$ cat config.mk
export PLATFORM = sky130hd
export DESIGN_NAME = redux_ctrl_flat
export DESIGN_NICKNAME = d
export VERILOG_FILES = /design/src/rtl/redux_ctrl_if.sv /design/src/rtl/redux_ctrl.sv /design/src/flat_wrapper.sv
export SDC_FILE = /design/constraint.sdc
export NUM_CORES = 1
export LEC_CHECK = 0
export CAP_MARGIN = 25
export CORE_MARGIN = 2
export CORE_UTILIZATION = 25
export CTS_BUF_LIST = sky130_fd_sc_hd__clkbuf_8
export DETAILED_ROUTE_END_ITERATION = 7
export GPL_ROUTABILITY_DRIVEN = 0
export SLEW_MARGIN = 20
export SYNTH_ARGS = -nofsm -noshare
export SYNTH_HDL_FRONTEND = slang
export SYNTH_SLANG_ARGS = --single-unit
$ cat constraint.sdc
create_clock -name clk -period 2.2 [get_ports clk]
set_clock_uncertainty 0.1 [all_clocks]
set_input_delay 0.22 -clock clk [delete_from_list [all_inputs] [get_ports clk]]
set_output_delay 0.22 -clock clk [all_outputs]
set_load 0.03 [all_outputs]
$ cat src/rtl/redux_ctrl_if.sv
// -----------------------------------------------------------------------------
// redux_ctrl_if
// Bundle of signals between the ReduxV control unit and the datapath/memory
// around it.
//
//   master : the control unit (consumes memory/ALU status, drives strobes)
//   slave  : the datapath side (drives memory/ALU status, consumes strobes)
//
// Signals
//   mem_rdata  8    memory read data (instruction or load data)
//   mem_ready  1    memory access complete this cycle
//   zero       1    ALU zero flag (operand A == 0)
//   mem_rd     1    memory read request
//   mem_wr     1    memory write request
//   addr_sel   1    0 = address from PC, 1 = address from R[rb]
//   pc_en      1    PC load enable
//   pc_sel     1    0 = PC+1, 1 = R[rb]
//   reg_wr     1    register file write to R[ra]
//   wb_sel     1    0 = ALU result, 1 = mem_rdata
//   alu_op     4    ALU operation code
//   ra_idx     2    IR[3:2]
//   rb_idx     2    IR[1:0]
//   ir         IW   latched instruction
//   halted     1    core halted
// -----------------------------------------------------------------------------
interface redux_ctrl_if #(
   parameter int IW = 8
);
   logic [7:0]    mem_rdata;
   logic          mem_ready;
   logic          zero;
   logic          mem_rd;
   logic          mem_wr;
   logic          addr_sel;
   logic          pc_en;
   logic          pc_sel;
   logic          reg_wr;
   logic          wb_sel;
   logic [3:0]    alu_op;
   logic [1:0]    ra_idx;
   logic [1:0]    rb_idx;
   logic [IW-1:0] ir;
   logic          halted;

   modport master (
      input  mem_rdata, mem_ready, zero,
      output mem_rd, mem_wr, addr_sel, pc_en, pc_sel, reg_wr, wb_sel,
             alu_op, ra_idx, rb_idx, ir, halted
   );

   modport slave (
      output mem_rdata, mem_ready, zero,
      input  mem_rd, mem_wr, addr_sel, pc_en, pc_sel, reg_wr, wb_sel,
             alu_op, ra_idx, rb_idx, ir, halted
   );
endinterface

$ cat src/rtl/redux_ctrl.sv
// -----------------------------------------------------------------------------
// redux_ctrl
// Multi-cycle control unit for the 8-bit ReduxV core. Fetches and latches one
// instruction at a time, decodes it and sequences PC, register file, memory
// and writeback. Sits directly upstream of the ALU.
//
// Ports
//   clk  in   rising-edge clock
//   rst  in   asynchronous reset, active-high
//   bus  master modport of redux_ctrl_if (memory/ALU status in, strobes,
//        ALU op, register indices, ir and halted out)
//
// Only the state and the instruction register are stored; every strobe is a
// combinational function of state, ir, mem_ready and zero.
// -----------------------------------------------------------------------------
module redux_ctrl #(
   parameter int            IW       = 8,
   parameter logic [IW-1:0] RESET_IR = 8'h00
) (
   input  logic         clk,
   input  logic         rst,
   redux_ctrl_if.master bus
);

   typedef enum logic [2:0] {
      FETCH  = 3'd0,
      DECODE = 3'd1,
      EXEC   = 3'd2,
      MEM    = 3'd3,
      HALT   = 3'd4
   } state_t;

   localparam logic [3:0] OP_BRZR = 4'h0;
   localparam logic [3:0] OP_LD   = 4'h1;
   localparam logic [3:0] OP_ST   = 4'h2;
   localparam logic [3:0] OP_HALT = 4'hD;

   state_t        state, state_nxt;
   logic [IW-1:0] ir_q;
   logic          ir_ld;
   logic [3:0]    opcode;

   logic mem_rd_c, mem_wr_c, addr_sel_c, pc_en_c, pc_sel_c;
   logic reg_wr_c, wb_sel_c, halted_c;

   assign opcode = ir_q[IW-1 -: 4];

   // ALU op mapping; opcodes without an ALU function drive 0000.
   function automatic logic [3:0] alu_map(input logic [3:0] op);
      logic [3:0] r;
      case (op)
         4'h3:    r = 4'b0000;
         4'h4:    r = 4'b0001;
         4'h5:    r = 4'b0010;
         4'h6:    r = 4'b0011;
         4'h7:    r = 4'b0100;
         4'h8:    r = 4'b0101;
         4'h9:    r = 4'b0110;
         4'hA:    r = 4'b0111;
         4'hB:    r = 4'b1100;
         4'hC:    r = 4'b1110;
         default: r = 4'b0000;
      endcase
      return r;
   endfunction

   // State and instruction register.
   always_ff @(posedge clk or posedge rst) begin
      if (rst) begin
         state <= FETCH;
         ir_q  <= RESET_IR;
      end else begin
         state <= state_nxt;
         if (ir_ld)
            ir_q <= bus.mem_rdata[IW-1:0];
      end
   end

   // Next state and strobes.
   always_comb begin
      state_nxt  = state;
      ir_ld      = 1'b0;
      mem_rd_c   = 1'b0;
      mem_wr_c   = 1'b0;
      addr_sel_c = 1'b0;
      pc_en_c    = 1'b0;
      pc_sel_c   = 1'b0;
      reg_wr_c   = 1'b0;
      wb_sel_c   = 1'b0;
      halted_c   = 1'b0;

      case (state)
         FETCH: begin
            mem_rd_c = 1'b1;
            if (bus.mem_ready) begin
               ir_ld     = 1'b1;
               pc_en_c   = 1'b1;
               state_nxt = DECODE;
            end
         end

         // Register file read settles; nothing is driven.
         DECODE: state_nxt = EXEC;

         EXEC: begin
            case (opcode)
               OP_BRZR: begin
                  if (bus.zero) begin
                     pc_en_c  = 1'b1;
                     pc_sel_c = 1'b1;
                  end
                  state_nxt = FETCH;
               end
               OP_LD, OP_ST: state_nxt = MEM;
               OP_HALT:      state_nxt = HALT;
               4'h3, 4'h4, 4'h5, 4'h6, 4'h7, 4'h8, 4'h9, 4'hA, 4'hB, 4'hC: begin
                  reg_wr_c  = 1'b1;
                  state_nxt = FETCH;
               end
               // Reserved opcodes retire as nop.
               default: state_nxt = FETCH;
            endcase
         end

         // Only ld and st ever reach MEM.
         MEM: begin
            addr_sel_c = 1'b1;
            if (opcode == OP_ST) begin
               mem_wr_c = 1'b1;
            end else begin
               mem_rd_c = 1'b1;
               if (bus.mem_ready) begin
                  reg_wr_c = 1'b1;
                  wb_sel_c = 1'b1;
               end
            end
            if (bus.mem_ready)
               state_nxt = FETCH;
         end

         HALT: halted_c = 1'b1;

         default: state_nxt = FETCH;
      endcase

      // Reset is asynchronous, so outputs must be quiet while it is held,
      // not just after the next edge.
      if (rst) begin
         ir_ld      = 1'b0;
         mem_rd_c   = 1'b0;
         mem_wr_c   = 1'b0;
         addr_sel_c = 1'b0;
         pc_en_c    = 1'b0;
         pc_sel_c   = 1'b0;
         reg_wr_c   = 1'b0;
         wb_sel_c   = 1'b0;
         halted_c   = 1'b0;
      end
   end

   assign bus.mem_rd   = mem_rd_c;
   assign bus.mem_wr   = mem_wr_c;
   assign bus.addr_sel = addr_sel_c;
   assign bus.pc_en    = pc_en_c;
   assign bus.pc_sel   = pc_sel_c;
   assign bus.reg_wr   = reg_wr_c;
   assign bus.wb_sel   = wb_sel_c;
   assign bus.halted   = halted_c;
   assign bus.alu_op   = alu_map(opcode);
   assign bus.ra_idx   = ir_q[3:2];
   assign bus.rb_idx   = ir_q[1:0];
   assign bus.ir       = ir_q;

endmodule

$ cat src/flat_wrapper.sv
// flat-port wrapper written by rule: the top's interface ports become plain ports
module redux_ctrl_flat 
#(
   parameter int            IW       = 8,
   parameter logic [IW-1:0] RESET_IR = 8'h00
)
  (clk, rst, bus_mem_rdata, bus_mem_ready, bus_zero, bus_mem_rd, bus_mem_wr, bus_addr_sel, bus_pc_en, bus_pc_sel, bus_reg_wr, bus_wb_sel, bus_alu_op, bus_ra_idx, bus_rb_idx, bus_ir, bus_halted);
  redux_ctrl_if #(.IW(IW)) bus_i ();
  input  logic clk;
  input  logic rst;
  input wire logic [$bits(bus_i.mem_rdata)-1:0] bus_mem_rdata;
  input wire logic [$bits(bus_i.mem_ready)-1:0] bus_mem_ready;
  input wire logic [$bits(bus_i.zero)-1:0] bus_zero;
  output wire logic [$bits(bus_i.mem_rd)-1:0] bus_mem_rd;
  output wire logic [$bits(bus_i.mem_wr)-1:0] bus_mem_wr;
  output wire logic [$bits(bus_i.addr_sel)-1:0] bus_addr_sel;
  output wire logic [$bits(bus_i.pc_en)-1:0] bus_pc_en;
  output wire logic [$bits(bus_i.pc_sel)-1:0] bus_pc_sel;
  output wire logic [$bits(bus_i.reg_wr)-1:0] bus_reg_wr;
  output wire logic [$bits(bus_i.wb_sel)-1:0] bus_wb_sel;
  output wire logic [$bits(bus_i.alu_op)-1:0] bus_alu_op;
  output wire logic [$bits(bus_i.ra_idx)-1:0] bus_ra_idx;
  output wire logic [$bits(bus_i.rb_idx)-1:0] bus_rb_idx;
  output wire logic [$bits(bus_i.ir)-1:0] bus_ir;
  output wire logic [$bits(bus_i.halted)-1:0] bus_halted;
  assign bus_i.mem_rdata = bus_mem_rdata;
  assign bus_i.mem_ready = bus_mem_ready;
  assign bus_i.zero = bus_zero;
  assign bus_mem_rd = bus_i.mem_rd;
  assign bus_mem_wr = bus_i.mem_wr;
  assign bus_addr_sel = bus_i.addr_sel;
  assign bus_pc_en = bus_i.pc_en;
  assign bus_pc_sel = bus_i.pc_sel;
  assign bus_reg_wr = bus_i.reg_wr;
  assign bus_wb_sel = bus_i.wb_sel;
  assign bus_alu_op = bus_i.alu_op;
  assign bus_ra_idx = bus_i.ra_idx;
  assign bus_rb_idx = bus_i.rb_idx;
  assign bus_ir = bus_i.ir;
  assign bus_halted = bus_i.halted;
  redux_ctrl #(.IW(IW), .RESET_IR(RESET_IR)) u_core (.clk(clk), .rst(rst), .bus(bus_i));
endmodule
==> out/results.tsv <==
stage	metric	value	unit
synthesis	synthArstFlopShare	100	%
setup_path	worstPathArrival	1.74	ns
sta	rsz0062_at_grt	false	
cts	post_cts.repair.setup_buffers	0	
detailed_routing	via_per_inst	4.22	
synthesis	synth_edf_count	0	
detailed_routing	drt_pass1_iterations	3	
die	dieArea	3680	um2
detailed_routing	drcViolationCount	0	
detailed_routing	first_iter_violations	8	
detailed_routing	wl	1960	um
final_layout	layout-drive-gt1-share	28.0	%
sta	slew_headroom	78.6	%
cts	clk_latency	0.23	ns
status	status	complete, no violations	
synthesis	syn_nets	100	
synthesis	avgSynthCellArea	9.68	um2
final_layout	fin_nets	143	
final_layout	multi_input_area	443	um2
sta	fmax	485	MHz
setup_path	r2r-start	u_core.bus.ir[4]	
global_routing	grt_first_pass_wirelength	3260	um
setup_path	criticalPathCategory	register to primary output	
synthesis	synth_xor_area_share	1.09	%
place	dp_hpwl	1600	um
synthesis	synth_cell_types	29	
detailed_routing	wl_per_cell	11.6	um
place	place_area	1220	um2
setup_path	reg2reg_slack	0.55	ns
final_layout	final_cell_area	1250	um2
global_routing	antenna_found_initial	0	
global_routing	grt.total_usage	11.7	%
setup_path	start_kind	register	
setup_path	crit_start	u_core.bus.ir[4]	
cts	clk_pin_slew	0.05	ns
power_and_ir_drop	total_power	2.05	mW
die	start_util	26.3	%
die	die_width	60.7	um
sta	min_period	2.06	ns
cts	hold_buffers	0	
synthesis	syn-instance-count	83	
flow_run	cap_violations	0	
power_and_ir_drop	p_per_area	1640	nW/um2
power_and_ir_drop	p_leak	0.612	nW
cts	cts.path.max_buffers	2	
synthesis	yosys_warnings	0	
die	row_count	20	
setup_path	cp_max_fo	3	
place	portBuffers	35	
cts	cts_sinks	11	
sta	worstMarginPinSlew	0.320	ns
synthesis	synth_ff_type	dfrtp_1	
detailed_routing	ant_nets	0	
sta	drv_slew	0	
synthesis	synth_compound_area_share	7.79	%
die	core	3050	um2
final_layout	syn_to_final_growth	55.1	%
cts	numCtsBuffers	3	
detailed_routing	via_count	714	
setup_path	r2r_cells	6	
synthesis	synth_top_family_by_area	simple AND/OR/NAND/NOR gates	
global_routing	overflow	0	
synthesis	ys_seq_area_share	34.3	%
die	die_h	60.7	um
cts	clockRootBuffer	clkbuf_8	
setup_path	cp-end-kind	primary output	
final_layout	ff_latch_area	275	um2
final_layout	num-fill-cells	336	
global_routing	grt_max_degree	12	
sta	setup_viol	0	
setup_path	critical_path_required	1.88	ns
hold_path	hold_class	input pin to async pin	
synthesis	synthMuxAreaShare	19.0	%
synthesis	synth-seq-cells	11	
synthesis	syn-cell-area	803	um2
cts	cts_tree	yes	
sta	fin_crit_sh	93.6	%
final_layout	diodes	0	
die	boundaryPins	36	
sta	hold_viol	0	
global_routing	grt_pass1_vias	747	
synthesis	synthSimpleGateAreaFrac	19.5	%
synthesis	synth-adder-area-share	7.79	%
power_and_ir_drop	max-vdd-ir-drop	585	uV
cts	htree_levels	1	
==> stage by stage <==
| stage | setup slack (ns) | utilization (%) | hold slack [ns] | TNS (ns) | instances |
|---|---|---|---|---|---|
| 2_1_floorplan | 0.175 | - | -0.0223 | 0 | 83 |
| 3_3_place_gp | 0.00190 | 39.8 | 0.415 | 0 | 165 |
| 3_5_place_dp | -0.0252 | 39.8 | 0.424 | -0.0432 | 165 |
| 4_1_cts | 0.0238 | 41.3 | 0.267 | 0 | 169 |
| 5_1_grt | 0.0216 | 40.8 | 0.323 | 0 | 169 |
| 6_report | 0.140 | 40.8 | 0.261 | 0 | 169 |
==> cells in the mapped netlist, types with 3 or more instances <==
cell | count | area (um2)
nor2_1 | 6 | 22.5
nand2_1 | 5 | 18.8
and3_1 | 4 | 25.0
inv_1 | 6 | 22.5
ha_1 | 5 | 62.6
mux2_2 | 10 | 113
a21oi_1 | 3 | 15.0
mux2i_1 | 4 | 40.0
o21ai_0 | 3 | 15.0
dfrtp_1 | 11 | 275
buf_4 | 4 | 30.0
==> registers in the layout (all words and copies together) (netlist names) <==
register	cells
u_core.bus.ir	8
u_core.state	3
==> power breakdown <==
| part | switching, mW | internal [mW] | leakage (nW) |
|---|---|---|---|
| clock network | 0.0678 | 0.122 | 0.0269 |
| registers | 0.125 | 0.299 | 0.134 |
| logic | 0.782 | 0.653 | 0.452 |
| total | 0.975 | 1.07 | 0.612 |
==> final timing paths <==
kind                                     to
max                              bus_mem_rd
min                         u_core.state[1]
max reg2reg                 u_core.state[1]
min reg2reg                u_core.bus.ir[1]
max in group asynchronous  u_core.bus.ir[7]
min in group clk           u_core.bus.ir[1]
==> final cells by class <==
| cell class | instances | area share (%) |
|---|---|---|
| Multi-Input combinational cell | 58 | 35.5 |
| Timing Repair Buffer | 46 | 32.5 |
| Sequential cell | 11 | 22.1 |
| Tap cell | 44 | 4.42 |
| Clock buffer | 3 | 3.31 |
| Inverter | 6 | 1.81 |
| Clock inverter | 1 | 0.301 |
==> critical path, cell delays in order, from the launching register on <==
cell     delay, ns
dfrtp_1       0.37
inv_1         0.08
ha_1          0.18
or3b_1        0.36
and3_1        0.19
o21a_1        0.16
buf_2         0.17
==> routing by layer <==
metal / routed length (um) / vias up / global-route usage, %
li1: - / 365 / -
met1: 825 / 330 / 13.5
met2: 1010 / 19 / 20.9
met3: 127 / 0 / 4.26
met4: 0 / 0 / 1.86
met5: 0 / - / 0
==> cell families (layout without fill, tap and decap cells) <==
kind of cell,Yosys count,count (layout)
DFF,11,11
xor gates and xnor gates,1,1
adders and majority gates,5,5
muxes,14,14
buffers and inverters,14,56
AOI/OAI and AO/OA,10,10
and+or+nand+nor,28,28
==> timing repair <==
action,CTS,global route
endpoints found under the hold margin,0,0
resized for setup,9,8
setup endpoints to repair,5,4
==> layout by cell type, fill, tap and decap left out, drive strengths merged, types with 2 or more instances in the layout <==
master / instances
clkdlybuf4s50: 24
ha: 5
a21oi: 3
and3: 4
nand2: 5
dfrtp: 11
buf: 18
nor2: 7
clkbuf: 4
o21ai: 3
dlygate4sd2: 2
nand3: 2
nor3b: 2
mux2: 10
inv: 7
nor2b: 2
mux2i: 4
Note: power is estimated with default switching activity, not from simulation.
